--- src/rtl/sort_sequencer_if.sv ---
// Control/status bundle between the sort sequencer and the register-file/ALU datapath.
// The master side is the sequencer; the slave side is the datapath plus whoever issues start.
interface sort_sequencer_if;
    logic        start;
    logic        mayor;
    logic [14:0] o_signal;
    logic        busy;
    logic        done;
    logic [7:0]  swaps;

    modport master (
        input  start,
        input  mayor,
        output o_signal,
        output busy,
        output done,
        output swaps
    );

    modport slave (
        output start,
        output mayor,
        input  o_signal,
        input  busy,
        input  done,
        input  swaps
    );
endinterface

--- src/rtl/sort_sequencer.sv ---
// Moore controller running an in-place bubble sort of R0..R(N-1) on the shared datapath.
// One cycle per compare, three more per swap; start is only accepted in IDLE.
module sort_sequencer #(
    parameter int          N       = 8,
    parameter logic [3:0]  TMP_REG = 4'd15
) (
    input  logic            clk,
    input  logic            rst,
    sort_sequencer_if.master bus
);

    typedef enum logic [2:0] {
        S_IDLE,
        S_CMP,
        S_SW0,
        S_SW1,
        S_SW2,
        S_DONE
    } state_t;

    localparam logic [3:0] LAST_INIT = 4'(N - 1);

    state_t     state_q, state_d;
    logic [3:0] i_q, i_d;
    logic [3:0] last_q, last_d;
    logic       swapped_q, swapped_d;
    logic [7:0] swaps_q, swaps_d;

    logic [3:0] i_nxt;
    logic       adv;
    logic [1:0] cnt_alu;
    logic [3:0] mux_a;
    logic [3:0] mux_b;
    logic [3:0] slc_reg;
    logic       w;

    assign i_nxt = i_q + 4'd1;

    always_ff @(posedge clk) begin
        if (!rst) begin
            state_q   <= S_IDLE;
            i_q       <= 4'd0;
            last_q    <= 4'd0;
            swapped_q <= 1'b0;
            swaps_q   <= 8'd0;
        end else begin
            state_q   <= state_d;
            i_q       <= i_d;
            last_q    <= last_d;
            swapped_q <= swapped_d;
            swaps_q   <= swaps_d;
        end
    end

    always_comb begin
        state_d   = state_q;
        i_d       = i_q;
        last_d    = last_q;
        swapped_d = swapped_q;
        swaps_d   = swaps_q;
        adv       = 1'b0;
        cnt_alu   = 2'b00;
        mux_a     = 4'd0;
        mux_b     = 4'd0;
        slc_reg   = 4'd0;
        w         = 1'b0;

        case (state_q)
            S_IDLE: begin
                if (bus.start) begin
                    i_d       = 4'd0;
                    last_d    = LAST_INIT;
                    swapped_d = 1'b0;
                    swaps_d   = 8'd0;
                    state_d   = S_CMP;
                end
            end
            S_CMP: begin
                cnt_alu = 2'b01;
                mux_a   = i_q;
                mux_b   = i_nxt;
                if (bus.mayor) begin
                    state_d = S_SW0;
                end else begin
                    adv = 1'b1;
                end
            end
            S_SW0: begin
                mux_a   = i_q;
                slc_reg = TMP_REG;
                w       = 1'b1;
                state_d = S_SW1;
            end
            S_SW1: begin
                mux_a   = i_nxt;
                slc_reg = i_q;
                w       = 1'b1;
                state_d = S_SW2;
            end
            S_SW2: begin
                mux_a     = TMP_REG;
                slc_reg   = i_nxt;
                w         = 1'b1;
                swapped_d = 1'b1;
                swaps_d   = (swaps_q == 8'hFF) ? swaps_q : swaps_q + 8'd1;
                adv       = 1'b1;
            end
            S_DONE: begin
                state_d = S_IDLE;
            end
            default: begin
                state_d = S_IDLE;
            end
        endcase

        // swapped_d already includes a swap completing this cycle in SW2
        if (adv) begin
            if (i_nxt < last_q) begin
                i_d     = i_nxt;
                state_d = S_CMP;
            end else if (!swapped_d || last_q == 4'd1) begin
                state_d = S_DONE;
            end else begin
                last_d    = last_q - 4'd1;
                i_d       = 4'd0;
                swapped_d = 1'b0;
                state_d   = S_CMP;
            end
        end
    end

    // Gating with rst keeps the datapath from writing during any reset cycle, even mid-swap.
    assign bus.o_signal = rst ? {cnt_alu, mux_a, mux_b, slc_reg, w} : 15'd0;
    assign bus.busy     = (state_q != S_IDLE);
    assign bus.done     = (state_q == S_DONE);
    assign bus.swaps    = swaps_q;

endmodule

--- src/flat_wrapper.sv ---
// flat-port wrapper written by rule: the top's interface ports become plain ports
module sort_sequencer_flat 
#(
    parameter int          N       = 8,
    parameter logic [3:0]  TMP_REG = 4'd15
)
  (clk, rst, bus_start, bus_mayor, bus_o_signal, bus_busy, bus_done, bus_swaps);
  sort_sequencer_if bus_i ();
  input  logic clk;
  input  logic rst;
  input wire logic [$bits(bus_i.start)-1:0] bus_start;
  input wire logic [$bits(bus_i.mayor)-1:0] bus_mayor;
  output wire logic [$bits(bus_i.o_signal)-1:0] bus_o_signal;
  output wire logic [$bits(bus_i.busy)-1:0] bus_busy;
  output wire logic [$bits(bus_i.done)-1:0] bus_done;
  output wire logic [$bits(bus_i.swaps)-1:0] bus_swaps;
  assign bus_i.start = bus_start;
  assign bus_i.mayor = bus_mayor;
  assign bus_o_signal = bus_i.o_signal;
  assign bus_busy = bus_i.busy;
  assign bus_done = bus_i.done;
  assign bus_swaps = bus_i.swaps;
  sort_sequencer #(.N(N), .TMP_REG(TMP_REG)) u_core (.clk(clk), .rst(rst), .bus(bus_i));
endmodule
--- config.mk ---
export PLATFORM = sky130hd
export DESIGN_NAME = sort_sequencer_flat
export DESIGN_NICKNAME = d
export VERILOG_FILES = /design/src/rtl/sort_sequencer_if.sv /design/src/rtl/sort_sequencer.sv /design/src/flat_wrapper.sv
export SDC_FILE = /design/constraint.sdc
export NUM_CORES = 1
export LEC_CHECK = 0
export CELL_PAD_IN_SITES_DETAIL_PLACEMENT = 0
export CELL_PAD_IN_SITES_GLOBAL_PLACEMENT = 1
export CORE_ASPECT_RATIO = 1.2
export CORE_UTILIZATION = 41
export DETAILED_ROUTE_END_ITERATION = 10
export MAX_ROUTING_LAYER = met4
export PLACE_DENSITY = 0.91
export SYNTH_ARGS = -nofsm -noshare
export SYNTH_HDL_FRONTEND = slang
export SYNTH_SLANG_ARGS = --single-unit
export TNS_END_PERCENT = 20
--- constraint.sdc ---
create_clock -name clk -period 4.45 [get_ports clk]
set_clock_uncertainty 0.1 [all_clocks]
set_input_delay 0.445 -clock clk [delete_from_list [all_inputs] [get_ports clk]]
set_output_delay 0.445 -clock clk [all_outputs]
set_load 0.005 [all_outputs]
==> run_results.csv <==
group,metric,value,unit
outcome,outcome,"finished with violations",
outcome,violations,"DRC",
setup_path,cp-end-kind,"output port",
routing,first_iter_violations,71,
synth,synth_cell_types,51,
floorplan,start_util,0.443,
routing,final_antenna_net_count,0,
setup_path,required,3.90,ns
clocking,cts_buffer_depth,2,
placed_design,gp_congestion,0.788,
pwr,power.total,0.000473,W
synth,ys_seq_elements,20,
pwr,intPower,0.000325,W
timing,fmax,338,MHz
clocking,ctsResizeCount,0,
timing,tightest_slew,0.743,ns
pwr,comb_power_share,0.256,
job,drv_cap,0,
routing,met3_wirelength,77,um
placed_design,pre_cts_ws,1.50,ns
global_routing,grt_max_degree,22,
synth,synth_cells,196,
setup_path,cp_max_fo,17,
routing,vias,1423,
routing,drt_first_pass_iters,9,
synth,ys_async_sr_fraction,0,
floorplan,die_x,57.8,um
synth,syn_area,0.00153,mm2
worst_hold_path,holdCritStartpoint,"u_core.bus.swaps[7]$_SDFFE_PN0P_",
routing,wl_met1,1600,um
placed_design,dp_hpwl,2560,um
routing,wl_per_cell,13.6,um
clocking,cts_tree,"built",
routing,routed.top_layer,"met4",
setup_path,worst-setup-path-type,"flop to output port",
timing,finalCriticalPeriod,2.96,ns
clocking,h-tree-depth,1,
timing,slew_violations,0,
pwr,ir_drop,0.164,mV
worst_hold_path,hold_path_class,"flop to flop",
synth,synth.area.top_cells,"dfxtp_1, ha_1, a21oi_1",
placed_design,portBuffers,27,
clocking,clock-sinks,20,
routing,drc,1,
synth,synth_top_area_frac,0.261,
clocking,clkTransAtPathRegs,0.08,ns
worst_hold_path,worstHoldPathCells,2,
timing,setup-violations-final,0,
clocking,insertion_delay,0.26,ns
global_routing,gr-total-overflow,0,
timing,fin_crit_sh,0.665,
final_layout,diodes,0,
synth,ys_seq_area_frac,0.261,
setup_path,start_kind,"flop",
worst_hold_path,hold_end,"u_core.bus.swaps[7]$_SDFFE_PN0P_",
global_routing,grt_pass1_vias,1280,
synth,synth_edf_count,0,
final_layout,final_layout_size_suffix_gt1_frac,0.0561,
placed_design,placedCellCount,247,
pwr,p_leak,0.664,nW
routing,drt_wl_total,3420,um
synth,yosysTopAreaCell,"dfxtp_1",
setup_path,ff2ff_setup_slack,1.64,ns
global_routing,grt_pass1_wl,5690,um
setup_path,rr_startpoint,"u_core.i_q[0]$_SDFF_PN0_",
floorplan,coreArea,0.00345,mm2
clocking,cts_made_buffers,3,
clocking,cts_setup_buffers,0,
setup_path,reg2regPathDepth,9,
floorplan,die_y,69.0,um
synth,syn_nets,207,
final_layout,nNetsFinal,226,
timing,setup_tns,0,ns
synth,postSynthAreaPerCell,7.81,um2
timing,finalHoldViolCount,0,
setup_path,reg2reg_to,"u_core.last_q[2]$_SDFF_PN0_",
pwr,seqPwrFrac,0.438,
floorplan,num_rows,23,
floorplan,pin_count,29,
pwr,pwr-share-clk,0.306,
setup_path,crit_arrival,2.41,ns
timing,rsz0062_at_grt,"false",
clocking,cts-root-buf,"clkbuf_8",
final_layout,area_growth_syn_to_layout,19.3,%
timing,fin_ws,1.49,ns
pwr,swShare,0.313,
floorplan,die_area,0.00398,mm2
synth,synth_ff_type,"dfxtp_1",
global_routing,grtUsageTotal,0.187,
final_layout,layoutNonFillerInstCount,251,
clocking,cts_hold_buf,0,
timing,slew_headroom,0.504,
routing,detail_route.vias_per_cell,5.67,
routing,wl_met2,1710,um
pwr,switchingPower,0.000148,W
global_routing,antenna_found_initial,0,
synth,synth_warnings,0,
pwr,power_density,259,mW/mm2
## layout by cell type, fill, tap and decap left out, types with 2 or more instances in the layout
cell             count
a21boi_0             2
o311a_1              2
a211oi_1             4
xor2_1               4
inv_1               12
nand2b_1             8
nand3_1              6
nor3_1               3
o21ai_1              4
a2bb2oi_1            2
a21o_1               2
a21oi_1             13
xnor2_1              2
mux2i_1              6
nor2_1              15
nor2b_1              8
nand2_1             15
or3_1                4
o22ai_1              6
o21ai_0              4
nand4_1              3
o21a_1               5
clkbuf_8             4
and2_1               3
clkdlybuf4s50_1     27
or4_1                2
dfxtp_1             20
ha_1                 7
## cell type report
| cell class | instances | area (um2) |
|---|---|---|
| tap | 37 | 46.3 |
| timing repair buffer | 27 | 270 |
| multi-input combinational | 151 | 1010 |
| inverter | 12 | 45.0 |
| sequential | 20 | 400 |
| clock buffer | 4 | 55.1 |
| fill | 339 | 1630 |
## worst max-delay path: stages, from the launching register on
cell	delay, ns
dfxtp_1	0.76
nor2b_1	0.51
a21oi_1	0.14
a2bb2oi_1	0.15
nor2_1	0.09
clkdlybuf4s50_1	0.50
## power groups by stage
stage          combinational [W]  clock [W]  sequential (W)
2_1_floorplan           0.000104          0        0.000197
3_3_place_gp            0.000121          0        0.000211
3_5_place_dp            0.000121          0        0.000211
4_1_cts                 0.000122   0.000146        0.000207
5_1_grt                 0.000136   0.000157        0.000210
6_report                0.000121   0.000145        0.000207
## registers in the layout, indices dropped and copies added, names as in the netlist
signal            cells
u_core.last_q         4
u_core.swapped_q      1
u_core.state_q        3
u_core.i_q            4
u_core.bus.swaps      8
## synth_stat cells, types with 2 or more instances
library cell,instances
nor2b_1,8
and2_1,3
a211oi_1,4
dfxtp_1,20
or4_1,2
o21a_1,5
a2bb2oi_1,2
xor2_1,4
a21boi_0,2
buf_6,3
inv_1,12
a21o_1,2
clkbuf_1,8
o21ai_1,4
xnor2_1,2
o311a_1,2
nand3_1,6
ha_1,7
or3_1,4
nor3_1,3
mux2i_1,6
nand2_1,15
nand4_1,3
a21oi_1,13
nand2b_1,8
nor2_1,15
o22ai_1,6
o21ai_0,4
## stage by stage
| step | hold slack (ns) | util | area [um2] |
|---|---|---|---|
| 2_1_floorplan | 0.371 | - | 1530 |
| 3_3_place_gp | 0.377 | 0.513 | 1770 |
| 3_5_place_dp | 0.381 | 0.513 | 1770 |
| 4_1_cts | 0.392 | 0.529 | 1830 |
| 5_1_grt | 0.410 | 0.529 | 1830 |
| 6_report | 0.388 | 0.529 | 1830 |
## worst max-delay path by stage
stage,slack (ns),startpoint,cells past startpoint,endpoint
final,1.49,u_core.state_q[1]$_SDFFE_PN0P_,5,bus_o_signal[11]
after CTS,1.50,rst,5,bus_o_signal[7]
after global placement,1.51,rst,5,bus_o_signal[7]
after floorplan,1.97,u_core.i_q[0]$_SDFF_PN0_,9,u_core.last_q[2]$_SDFF_PN0_
after global routing,1.32,rst,5,bus_o_signal[7]
after detailed placement,1.50,rst,5,bus_o_signal[7]
## cell families (layout without fill, tap and decap cells)
logic type / after synthesis / after routing / synth area share
XOR/XNOR: 6 / 6 / 0.0343
AO/OA/AOI/OAI: 56 / 56 / 0.252
buffers and inverters: 25 / 43 / 0.0792
AND/OR/NAND/NOR: 75 / 75 / 0.275
adder cells (fa/ha/maj): 7 / 7 / 0.0572
other: 1 / 1 / 0.00245
flip-flops: 20 / 20 / 0.261
multiplexers: 6 / 6 / 0.0392
## routing by layer
| metal | vias to the layer above | global-route usage |
|---|---|---|
| met3 | 4 | 0.0243 |
| met5 | - | - |
| met1 | 664 | 0.232 |
| met2 | 20 | 0.320 |
| met4 | 0 | 0.0536 |
| li1 | 735 | - |
(Power assumes the default switching activity.)
